**config.mk**
```make
export PLATFORM = sky130hd
export DESIGN_NAME = dbg_frame_tx
export DESIGN_NICKNAME = d
export VERILOG_FILES = /design/src/rtl/dbg_frame_tx.sv
export SDC_FILE = /design/constraint.sdc
export NUM_CORES = 1
export LEC_CHECK = 0
export ABC_AREA = 1
export CAP_MARGIN = 5
export CORE_MARGIN = 4
export CORE_UTILIZATION = 29
export DETAILED_ROUTE_END_ITERATION = 10
export PLACE_DENSITY = 0.48
export SYNTH_ARGS = -nofsm -noshare
export SYNTH_HDL_FRONTEND = slang
export SYNTH_SLANG_ARGS = --single-unit
```
**constraint.sdc**
```tcl
create_clock -name i_clock -period 4.15 [get_ports i_clock]
set_input_delay 0.6225 -clock i_clock [delete_from_list [all_inputs] [get_ports i_clock]]
set_output_delay 0.6225 -clock i_clock [all_outputs]
set_load 0.01 [all_outputs]
```
**src/rtl/dbg_frame_tx.sv**
```systemverilog
// Debug-link transmitter: sends a header frame then up to MAX_WORDS snapshot words, one per blaze ack.
// Optional ack watchdog enabled by defining DBG_TX_TIMEOUT_EN.
module dbg_frame_tx #(
    parameter int NB_CONTROL_FRAME = 32,
    parameter int NB_DATA_MAX      = 96,
    parameter int NB_ID            = 6,
    parameter int NB_WCNT          = 4,
    parameter int TIMEOUT_CYCLES   = 1024
) (
    input  logic                        i_clock,
    input  logic                        i_reset,
    input  logic                        i_req_valid,
    output logic                        o_req_ready,
    input  logic [NB_ID-1:0]            i_req_id,
    input  logic [NB_WCNT-1:0]          i_req_nwords,
    input  logic [NB_DATA_MAX-1:0]      i_req_data,
    input  logic                        i_ack,
    output logic [NB_CONTROL_FRAME-1:0] o_frame_to_blaze,
    output logic                        o_frame_valid,
    output logic                        o_done
);
    localparam int MAX_WORDS = (NB_DATA_MAX + NB_CONTROL_FRAME - 1) / NB_CONTROL_FRAME;
    localparam int NB_IDX    = (MAX_WORDS > 1) ? $clog2(MAX_WORDS) : 1;
    localparam int NB_PAD    = MAX_WORDS * NB_CONTROL_FRAME;

    typedef enum logic [1:0] {ST_IDLE, ST_HEADER, ST_DATA, ST_DONE} state_t;

    state_t                      state_q, state_d;
    logic [NB_ID-1:0]            id_q, id_d;
    logic [NB_WCNT-1:0]          nwords_q, nwords_d;
    logic [NB_DATA_MAX-1:0]      data_q, data_d;
    logic [NB_IDX-1:0]           idx_q, idx_d;
    logic [NB_CONTROL_FRAME-1:0] frame_q, frame_d;
    logic                        valid_q, valid_d;
    logic                        done_q, done_d;

    logic                        accept;
    logic [NB_WCNT-1:0]          req_nwords_eff;
    logic [NB_IDX-1:0]           idx_inc;
    logic                        last_word;
    logic [NB_PAD-1:0]           data_pad;
    logic [NB_CONTROL_FRAME-1:0] words [MAX_WORDS];

    // Zero-extend the snapshot so every word slot, including a partial top word, is defined.
    assign data_pad = NB_PAD'(data_q);

    generate
        for (genvar gi = 0; gi < MAX_WORDS; gi++) begin : g_word
            assign words[gi] = data_pad[gi*NB_CONTROL_FRAME +: NB_CONTROL_FRAME];
        end
    endgenerate

    assign o_req_ready    = (state_q == ST_IDLE);
    assign accept         = i_req_valid && o_req_ready;
    assign req_nwords_eff = (i_req_nwords > NB_WCNT'(MAX_WORDS)) ? NB_WCNT'(MAX_WORDS) : i_req_nwords;
    assign idx_inc        = idx_q + NB_IDX'(1);
    assign last_word      = (NB_WCNT'(idx_q) + NB_WCNT'(1)) == nwords_q;

`ifdef DBG_TX_TIMEOUT_EN
    localparam int NB_TMO = $clog2(TIMEOUT_CYCLES + 1);
    logic [NB_TMO-1:0] tmo_q, tmo_d;
    logic              tmo_hit;

    assign tmo_hit = (state_q == ST_HEADER || state_q == ST_DATA) && !i_ack
                     && (tmo_q == NB_TMO'(TIMEOUT_CYCLES - 1));

    always_comb begin
        tmo_d = '0;
        if ((state_q == ST_HEADER || state_q == ST_DATA) && !i_ack) begin
            tmo_d = tmo_q + NB_TMO'(1);
        end
    end

    always_ff @(posedge i_clock or negedge i_reset) begin
        if (!i_reset) begin
            tmo_q <= '0;
        end else begin
            tmo_q <= tmo_d;
        end
    end
`else
    logic tmo_hit;
    assign tmo_hit = 1'b0;
`endif

    always_comb begin
        state_d  = state_q;
        id_d     = id_q;
        nwords_d = nwords_q;
        data_d   = data_q;
        idx_d    = idx_q;
        frame_d  = frame_q;
        valid_d  = valid_q;
        done_d   = 1'b0;
        case (state_q)
            ST_IDLE: begin
                frame_d = '0;
                valid_d = 1'b0;
                if (accept) begin
                    state_d  = ST_HEADER;
                    id_d     = i_req_id;
                    nwords_d = req_nwords_eff;
                    data_d   = i_req_data;
                    idx_d    = '0;
                    frame_d  = NB_CONTROL_FRAME'({i_req_id, 1'b1, 9'(req_nwords_eff), 16'h0000});
                    valid_d  = 1'b1;
                end
            end
            ST_HEADER: begin
                if (i_ack) begin
                    if (nwords_q == '0) begin
                        state_d = ST_DONE;
                        frame_d = '0;
                        valid_d = 1'b0;
                        done_d  = 1'b1;
                    end else begin
                        state_d = ST_DATA;
                        idx_d   = '0;
                        frame_d = words[0];
                    end
                end
            end
            ST_DATA: begin
                if (i_ack) begin
                    if (last_word) begin
                        state_d = ST_DONE;
                        frame_d = '0;
                        valid_d = 1'b0;
                        done_d  = 1'b1;
                    end else begin
                        idx_d   = idx_inc;
                        frame_d = words[idx_inc];
                    end
                end
            end
            ST_DONE: begin
                state_d = ST_IDLE;
                frame_d = '0;
                valid_d = 1'b0;
            end
            default: begin
                state_d = ST_IDLE;
                frame_d = '0;
                valid_d = 1'b0;
            end
        endcase
        // A watchdog abort reports itself with an all-ones marker alongside the done pulse.
        if (tmo_hit) begin
            state_d = ST_DONE;
            frame_d = '1;
            valid_d = 1'b1;
            done_d  = 1'b1;
        end
    end

    always_ff @(posedge i_clock or negedge i_reset) begin
        if (!i_reset) begin
            state_q  <= ST_IDLE;
            id_q     <= '0;
            nwords_q <= '0;
            data_q   <= '0;
            idx_q    <= '0;
            frame_q  <= '0;
            valid_q  <= 1'b0;
            done_q   <= 1'b0;
        end else begin
            state_q  <= state_d;
            id_q     <= id_d;
            nwords_q <= nwords_d;
            data_q   <= data_d;
            idx_q    <= idx_d;
            frame_q  <= frame_d;
            valid_q  <= valid_d;
            done_q   <= done_d;
        end
    end

    assign o_frame_to_blaze = frame_q;
    assign o_frame_valid    = valid_q;
    assign o_done           = done_q;

endmodule

```
# == Word-level counts from Yosys, hierarchy flattened ==
# Cells that the tools add are included.
# Widths: inputs -> output; s select.
# word_totals
reg_bits,138
output_inout_bits,35
inputBits,110
wordCells,65
# op_classes
muxes,33
magnitude_cmp,2
bitwise_logic,1
reduce_logical,9
add_sub_neg,2
eq_ne,11
# ops
operator,n
$mux 32,7
$pmux 32 s4,1
$bmux 32 s2,1
$mux 2,9
$ne 2x2->1 const B,6
$mux 1,10
$pmux 2 s4,1
$reduce_and 4->1,2
$pmux 2 s3,1
$reduce_and 6->1,1
$eq 2x2->1 const B,2
$eq 3x4->1,1
$gt 4x2->1 const B,1
$logic_not 4->1,1
$mux 4,1
$pmux 1 s4,1
$reduce_and 2->1,2
$add 2x1->3 const B,1
$ge 3x3->1 const B,1
$not 2->3,1
$reduce_bool 3->1,1
$add 2x1->2 const B,1
$eq 2x1->1 const B,1
$logic_not 2->1,1
3 further kinds,3

# == Logic depth before layout (Yosys ltp) ==
# Gate-level depths: netlist of the first run.
# depth
depth_word,8
depth_mapped,11
depth_no_buf,10

# == Worst setup path after synthesis of the first run ==
# OpenSTA, ideal clock, no wires.
# synth_path
kind,register to register
from,register state_q[0]
to,register frame_q[16] (netlist: o_frame_to_blaze[16])
setup_ps,65
n_path_buf,1
t_required_ps,4085
slack_ps,2593
t_arrival_ps,1492
path_stages_with_launch,10
synth_period_minus_slack_ps,1557
cell_sequence,dfrtp_1 -> inv_1 -> ha_1 -> nand2_2 -> inv_2 -> buf_4 -> o21ai_0 -> a21oi_1 -> nand2_1 -> nand2_1
# synth_between
elab_chain_len,4
elab_cells_between_ends,10
cone_classes,eq/ne: 5; mux: 2; reduce/logical: 3
# synth_rtl
item,line_no,text
from (decl),28,"state_t state_q, state_d;"
from (signal assigned),167,state_q <= state_d;
$logic_not 2->1 *,53,assign o_req_ready = (state_q == ST_IDLE);
named net o_req_ready,13,"output logic o_req_ready,"
$logic_and 1x1->1,54,assign accept = i_req_valid && o_req_ready;
$mux 32,99,if (accept) begin
$pmux 32 s4 *,95,case (state_q)
to (signal assigned),172,frame_q <= frame_d;
to (decl),33,"logic [NB_CONTROL_FRAME-1:0] frame_q, frame_d;"
# The timed path passes the listed nets; every way through them passes the cells marked *.
# A chain may end at the register's enable or synchronous reset.

# == Worst setup path in the final report of the first run ==
# layout_path
from,register idx_q[0]
to,register state_q[0]
# layout_between
elab_chain_len,4
# layout_rtl
item,line_no,text
from (decl),32,"logic [NB_IDX-1:0] idx_q, idx_d;"
from (signal assigned),171,idx_q <= idx_d;
$add 2x1->3,57,assign last_word = (NB_WCNT'(idx_q) + NB_WCNT'(1)) == nwords_q;
$eq 3x4->1,57,
$ne 2x2->1 (no line),-,
$reduce_and 4->1 (no line),-,
# No other way between the ends.

==> results of run 1 <==
## cell families after synthesis
logic type	Yosys count	share of synthesized area [%]
compound gates	83	6.51
fa+ha+maj	6	1.08
simple gates	560	33.6
flops	138	49.9
buf+inv	137	8.89
## power by group through the flow
stage | sequential (W) | clock [W] | combinational, W
after floorplan | 0.00227 | 0 | 0.00198
after global placement | 0.00229 | 0 | 0.00295
after detailed placement | 0.00228 | 0 | 0.00297
after CTS | 0.00227 | 0.00159 | 0.00298
after global routing | 0.00234 | 0.00166 | 0.00335
final | 0.00227 | 0.00155 | 0.00293
## path summary, 6_finish.rpt
kind / slack, ps / depth (start not counted) / startpoint / endpoint
max: 1540 / 10 / idx_q[0]$_DFFE_PN0P_ / state_q[0]$_DFFE_PN0P_
max reg2reg: 1540 / 10 / idx_q[0]$_DFFE_PN0P_ / state_q[0]$_DFFE_PN0P_
min in group i_clock: 480 / 2 / data_pad[71]$_DFFE_PN0P_ / data_pad[71]$_DFFE_PN0P_
max in group asynchronous: 2920 / 2 / i_reset / data_pad[54]$_DFFE_PN0P_
min reg2reg: 480 / 2 / data_pad[71]$_DFFE_PN0P_ / data_pad[71]$_DFFE_PN0P_
min: 280 / 1 / i_reset / o_frame_to_blaze[27]$_DFFE_PN0P_
## sequential cells by signal (all words and copies together) (netlist names)
| signal | flops |
|---|---|
| o_frame_valid | 1 |
| data_pad | 96 |
| state_q | 2 |
| nwords_q | 4 |
| o_frame_to_blaze | 32 |
| idx_q | 2 |
| o_done | 1 |
## metrics by stage
stage                     util [%]  std cells
after floorplan                  -        924
final                         38.9       1371
after global routing          38.9       1371
after CTS                     38.9       1371
after detailed placement      36.4       1340
after global placement        36.4       1340
## routing by layer
metal / track usage (%) / share of wire (%) / up-vias
li1: - / - / 3086
met1: 23.3 / 48 / 2847
met2: 26.0 / 47 / 155
met3: 3.32 / 4.9 / 16
met4: 4.38 / 0.88 / 0
met5: 0 / 0 / -
## layout make-up
cell class	instances	area share, %
inverter	82	3.42
tap	319	4.37
multi-input combinational	649	31.3
clock buffer	23	5.23
timing repair buffer	152	16.6
clock inverter	8	1.29
sequential	138	37.8
## cells in the mapped netlist (all sizes together)
cell,count
or2,1
nor2,10
nand4,3
inv,82
o21ai,71
buf,42
a21oi,4
clkbuf,13
nor3,1
dfrtp,138
nand2,445
o21bai,1
a21boi,6
o31ai,1
ha,6
nand3b,1
nand3,99
## worst max-delay path, cell delays in order, from the launching register on
cell and delay (ps):
dfrtp_2 400, ha_1 350, inv_2 610, nand2_1 100, nand2_1 100, nor2_2 50, nand2_4 430, nand2_1 240
nand2_1 140, nand2_1 50, nand2_1 60
==> flow_summary_export.csv, run 1 <==
group,metric,value,unit
synth,synth_fp_nets,1040,
critical_path,critPathCaptureType,"register",
routing,routed_via_density,4.45,
power_and_ir_drop,p_clk_share,23.0,%
final_layout,final_cell_mix,"440 x nand2_1, 143 x clkdlybuf4s50_1, 137 x dfrtp_1",
routing,ant_nets,0,
routing,dr.pass1.iters,4,
clock_network,clock_sinks,138,
routing,routed_wl,21500,um
critical_path,startpoint_type,"register",
clock_network,path_clk_slew,60,ps
critical_path,crit_type,"register to register",
global_route,grt_pass1_wl,34300,um
synth,synth_area,6920,um2
power_and_ir_drop,intPower,0.00398,W
critical_path,crit_required,4510,ps
final_layout,num_antenna_cells,0,
power_and_ir_drop,vdd_drop_max,0.342,mV
routing,wl_per_cell,15.7,um
final_layout,layout_commonest_cell,"nand2_1",
floorplanning,die_area,26400,um2
sta,post-route-period-util,62.8,%
clock_network,cts_max_path_buffers,2,
floorplanning,die_x,163,um
sta,relSlewSlack,35.4,%
synth,synth_top_area_cell,"dfrtp_1",
synth,synthCells,924,
clock_network,root_buffer,"clkbuf_16",
sta,drv_slew,0,
routing,vias,6104,
final_layout,postLayoutCellArea,9140,um2
global_route,grt-ovfl-total,0,
routing,first_iter_violations,330,
sta,max_freq,384,MHz
sta,period_minus_slack,2610,ps
critical_path,cp_max_fo,37,
clock_network,post_cts_buffers,0,
synth,syn_avg_cell_area,7.49,um2
placed_design,port_buffers,144,
sta,hold_violations,0,
run,maxCapViolCount,0,
floorplanning,rows,56,
final_layout,layout-drive-gt1-share,6.27,%
final_layout,fin_nets,1156,
placed_design,dpl.hpwl,13100,um
hold_path,min_path_type,"input port to async pin",
final_layout,layout-area-overhead-vs-synth,32.0,%
run_status,status,"finished clean",
power_and_ir_drop,power_density,738,nW/um2
synth,seq_area_frac_synth,49.9,%
synth,yosys.cell_types.count,27,
synth,netlist.area_leader.share,49.9,%
final_layout,multiInputGateArea,2860,um2
sta,layout_setup_ws,1540,ps
power_and_ir_drop,swShare,41.0,%
global_route,antenna_found_initial,0,
sta,setup_total_negative_slack,0,ps
placed_design,gp_congestion,0.736,
power_and_ir_drop,p_leak,4.56,nW
floorplanning,core_area,23500,um2
clock_network,cts_made_buffers,17,
clock_network,cts_hold_buf,0,
floorplanning,initial_utilization,29.5,%
final_layout,seq_area,3450,um2
power_and_ir_drop,power,0.00675,W
placed_design,dp_slack,1430,ps
synth,ys_ff_latch,138,
routing,drc,0,
clock_network,cts_resized,0,
global_route,grt_max_degree,99,
sta,setup_viol,0,
global_route,track_usage,16.5,%
clock_network,cts_max_level,4,
sta,worst_slew_pin_slew,969,ps
synth,synth_area_leaders,"dfrtp_1 50%, nand2_1 24%, nand3_1 6.5%",
floorplanning,ios,145,
synth,yosysWarnings,0,
placed_design,placed_area,8540,um2
sta,rsz0062_at_grt,"false",
power_and_ir_drop,combinationalPowerShare,43.4,%
sta,skew,6.69,ps
floorplanning,fp.dieH,163,um
final_layout,fill_cells,2483,
power_and_ir_drop,seqPwrFrac,33.6,%
clock_network,clk-insertion-delay-late,420,ps
sta,whs,283,ps
clock_network,cts_tree,"built",
power_and_ir_drop,power_switching,0.00277,W
global_route,grt_pass1_vias,6287,
critical_path,critPathArrivalTime,2960,ps
Power figures use the tool's default switching activity.
==> run 2, diff against run 1 <==
==> constraint.sdc (replaced) <==
create_clock -name i_clock -period 2.4 [get_ports i_clock]
set_input_delay 0.36 -clock i_clock [delete_from_list [all_inputs] [get_ports i_clock]]
set_output_delay 0.36 -clock i_clock [all_outputs]
set_load 0.01 [all_outputs]
==> run 2 against run 1 <==
- clock skew is 3.3 ps higher
- count of clock-buffer cells in the layout stayed put
- register-to-register slack worse by 1100 ps
- combinational power is 80% higher
- first-iteration DRC count is 25% higher
- sequential cell count stayed put
- critical path type is now register to primary output
- hold slack better by 78 ps
==> flow_summary_export.csv, run 2 (synthesis gave the netlist of run 1 again) <==
group,metric,value,unit
routing,dr.pass1.iters,5,
final_layout,fin_nets,1168,
critical_path,startpoint_type,"register",
sta,whs,361,ps
floorplanning,rows,56,
clock_network,cts_made_buffers,17,
critical_path,critPathArrivalTime,1870,ps
routing,first_iter_violations,412,
critical_path,crit_required,2040,ps
global_route,track_usage,16.8,%
sta,skew,10.0,ps
power_and_ir_drop,vdd_drop_max,0.655,mV
clock_network,cts_tree,"built",
sta,rsz0062_at_grt,"false",
critical_path,timing.rr.end,"o_frame_valid$_DFFE_PN0P_",
routing,wl_per_cell,15.7,um
final_layout,layout-drive-gt1-share,7.24,%
clock_network,path_clk_slew,60,ps
global_route,grt_pass1_wl,34800,um
final_layout,num_antenna_cells,0,
sta,setup_total_negative_slack,0,ps
power_and_ir_drop,power_density,1280,nW/um2
global_route,grt-ovfl-total,0,
global_route,antenna_found_initial,1,
floorplanning,die_area,26400,um2
global_route,grt_pass1_vias,6256,
global_route,grt_max_degree,77,
critical_path,crit_path_cell_trace,"inv_1 -> ha_1 -> clkdlybuf4s50_1",
placed_design,gp_congestion,0.765,
sta,post-route-period-util,93.0,%
critical_path,r2r-start,"idx_q[0]$_DFFE_PN0P_",
floorplanning,ios,145,
critical_path,critPathCaptureType,"primary output",
clock_network,cts_max_level,4,
routing,routed_wl,21700,um
final_layout,final_cell_mix,"440 x nand2_1, 143 x clkdlybuf4s50_1, 137 x dfrtp_1",
routing,vias,6168,
routing,drc,0,
floorplanning,initial_utilization,29.5,%
placed_design,dpl.hpwl,14300,um
run,maxCapViolCount,0,
clock_network,root_buffer,"clkbuf_16",
clock_network,cts_max_path_buffers,2,
critical_path,r2r_slack,400,ps
critical_path,max_stage_delay,610,ps
critical_path,crit_type,"register to primary output",
final_layout,layout_commonest_cell,"nand2_1",
clock_network,clock_sinks,138,
routing,ant_nets,0,
final_layout,largest_reg_flops,96,
critical_path,critPathSlowestCell,"clkdlybuf4s50_1",
hold_path,min_path_type,"input port to async pin",
floorplanning,core_area,23500,um2
sta,drv_slew,0,
critical_path,cp_max_fo,5,
final_layout,layout-area-overhead-vs-synth,34.1,%
sta,setup_viol,0,
floorplanning,fp.dieH,163,um
clock_network,clk-insertion-delay-late,420,ps
sta,max_freq,448,MHz
power_and_ir_drop,p_leak,4.64,nW
sta,hold_violations,0,
sta,period_minus_slack,2230,ps
sta,relSlewSlack,63.9,%
critical_path,r2r_cells,10,
sta,worst_slew_pin_slew,542,ps
run_status,status,"finished clean",
routing,routed_via_density,4.46,
clock_network,cts_resized,0,
placed_design,port_buffers,144,
floorplanning,die_x,163,um
## run 2: cell count changes in the layout (fill, tap and decap cells not counted)
cell           before  now
buf_4               7   14
dlygate4sd3_1       0    1
buf_12              1    5
## run 2: power breakdown
| part | total (W) | switching, W | internal [W] | leakage, nW |
|---|---|---|---|---|
| clock | 0.00269 | 0.000985 | 0.00170 | 0.293 |
| combinational | 0.00527 | 0.00334 | 0.00192 | 2.60 |
| sequential | 0.00391 | 0.000517 | 0.00339 | 1.75 |
| total | 0.0119 | 0.00485 | 0.00702 | 4.64 |
## run 2: layout make-up
class,count,area (um2)
Sequential cell,138,3450
Clock buffer,23,478
Inverter,82,313
Tap cell,319,399
Timing Repair Buffer,164,1660
Fill cell,2472,14200
Clock inverter,8,118
Multi-Input combinational cell,649,2860
## run 2: worst max-delay path, delay by kind of cell, from the launching register on
family	cells	cell delay (ps)
fa+ha+maj	1	260
buf+inv	2	760
flops	1	430
## run 2: routing by layer
layer / vias to the layer above / track usage [%] / wire, um
li1: 3115 / - / -
met1: 2873 / 24.6 / 10800
met2: 166 / 25.4 / 9710
met3: 12 / 3.67 / 1030
met4: 2 / 3.73 / 150
met5: - / 0 / 20
## run 2: how the worst max path moves through the flow
stage                                 from                               end  slack [ps]
floorplan           state_q[0]$_DFFE_PN0P_  o_frame_to_blaze[16]$_DFFE_PN0P_         840
global placement      idx_q[0]$_DFFE_PN0P_            state_q[0]$_DFFE_PN0P_         480
detailed placement    idx_q[0]$_DFFE_PN0P_            state_q[0]$_DFFE_PN0P_         440
CTS                 state_q[0]$_DFFE_PN0P_                       o_req_ready         120
global route        state_q[0]$_DFFE_PN0P_                       o_req_ready          80
finish              state_q[0]$_DFFE_PN0P_                       o_req_ready         170
## run 2: per-stage QoR
stage	cells	total power, W	setup WS, ps	util [%]	instance area, um2
4_1_cts	1383	0.0120	121	39.5	9280
3_3_place_gp	1351	0.00920	477	37.0	8680
5_1_grt	1383	0.0129	79.7	39.5	9280
6_report	1383	0.0119	169	39.5	9280
2_1_floorplan	924	0.00736	843	-	6920
3_5_place_dp	1351	0.00925	440	37.0	8680
## run 2: what timing repair did
item                                   in CTS  in global routing
endpoints found under the hold margin      20                  0
setup buffers                               0                  0
hold buffers                                1                  0
==> edit (flow settings as in run 2) <==
The option `DBG_TX_TIMEOUT_EN` is turned on by a define.
--- a/src/rtl/dbg_frame_tx.sv
+++ b/src/rtl/dbg_frame_tx.sv
@@ -1,4 +1,6 @@
 // Debug-link transmitter: sends a header frame then up to MAX_WORDS snapshot words, one per blaze ack.
 // Optional ack watchdog enabled by defining DBG_TX_TIMEOUT_EN.
+`define DBG_TX_TIMEOUT_EN
+
 module dbg_frame_tx #(
     parameter int NB_CONTROL_FRAME = 32,
Formal check against the unedited RTL: no difference found for any inputs over 4 cycles, from zero or initial values and one cycle with i_reset low; that may be too few to reach the edited logic, so the function may still have changed.
==> edit against run 2 <==
- area after synthesis increased by 7.6%
- wire length increased by 2.7%
- sequential cell count increased by 11
- cell area increased by 5.8%
- clock skew about the same
- power increased by 3.2%
- non-clock buffer count increased by 2
- setup slack improved by 0.076 ns
- count of clock-buffer cells in the layout decreased by 1
- critical path type unchanged
- critical endpoint unchanged
- largest power group unchanged
==> edit: results (changes against run 2) <==
drt:
  drt-met1-wl_mm: 10.96  # +1.4%
  first_pass_iters: 4  # -1
  wl_met3_um: 908  # -12%
clock_tree:
  cts.sinks: 149  # +8.0%
placed_design:
  place_ws_ns: 0.4630  # +0.02295 ns
  place.gp.congestion: 0.7952  # +4.0%
synth:
  synth_area_leaders: "dfrtp_1, nand2_1, o21ai_0"
  synth.yosys.seq_area_share: 0.5006  # +0.001853
  synth_cell_types: 38  # +41%
sta:
  fin_hold_ws_ns: 0.4724  # +0.1116 ns
  worst_pin_slew_ns: 0.5464  # +0.004892 ns
worst_hold_path:
  hold_path.class: "reg -> reg"
power:
  combinationalPowerShare: 0.438  # -0.006
  p_int_mw: 7.386  # +5.2%
finish:
  post-route-util: 0.3890  # -0.006498
  nNonClkBuffers: 166  # +1.2%
  seq_share: 0.3796  # +0.007418
  nFillCells: 2690  # +8.8%
grt:
  grt_pass1_vias: 6431  # +2.8%
  grt_util_all_layers: 0.1582  # -0.009372
  use_met2: 0.2491  # -0.005326
  grt.met1_usage: 0.2226  # -0.02288
setup_path:
  slowest_delay_ns: 0.59  # -0.02 ns
  worstPathArrival_ns: 1.80  # -0.07 ns
  critPathMaxFanout: 6  # +1
floorplan:
  die_area_um2: 28310  # +7.2%
status:
  status: "completed"
==> edit: cell count changes after synthesis, sizes merged, moves of 4 or more <==
cell,run 2,this run
o21a,0,23
dfrtp,138,149
a21boi,6,0
nor2,10,71
buf,42,32
o22ai,0,23
inv,82,67
clkbuf,13,17
nand2,445,386
a21oi,4,35
nand3,99,27
==> edit: cell families after synthesis <==
family,Yosys count,share of synthesized area
and+or+nand+nor,497,0.2772
AOI/OAI and AO/OA,153,0.1356
DFF,149,0.5006
buffers and inverters,117,0.07257
adders and majority gates,7,0.01176
xor gates and xnor gates,2,0.002352
==> edit: worst paths after layout <==
check                            from            to  cells after the start
max in group asynchronous     i_reset  data_pad[85]                      3
max reg2reg                  idx_q[0]    state_q[0]                     10
max                        state_q[0]   o_req_ready                      3
min                          tmo_q[0]      tmo_q[0]                      1
min reg2reg                  tmo_q[0]      tmo_q[0]                      1
min in group asynchronous     i_reset      tmo_q[7]                      2
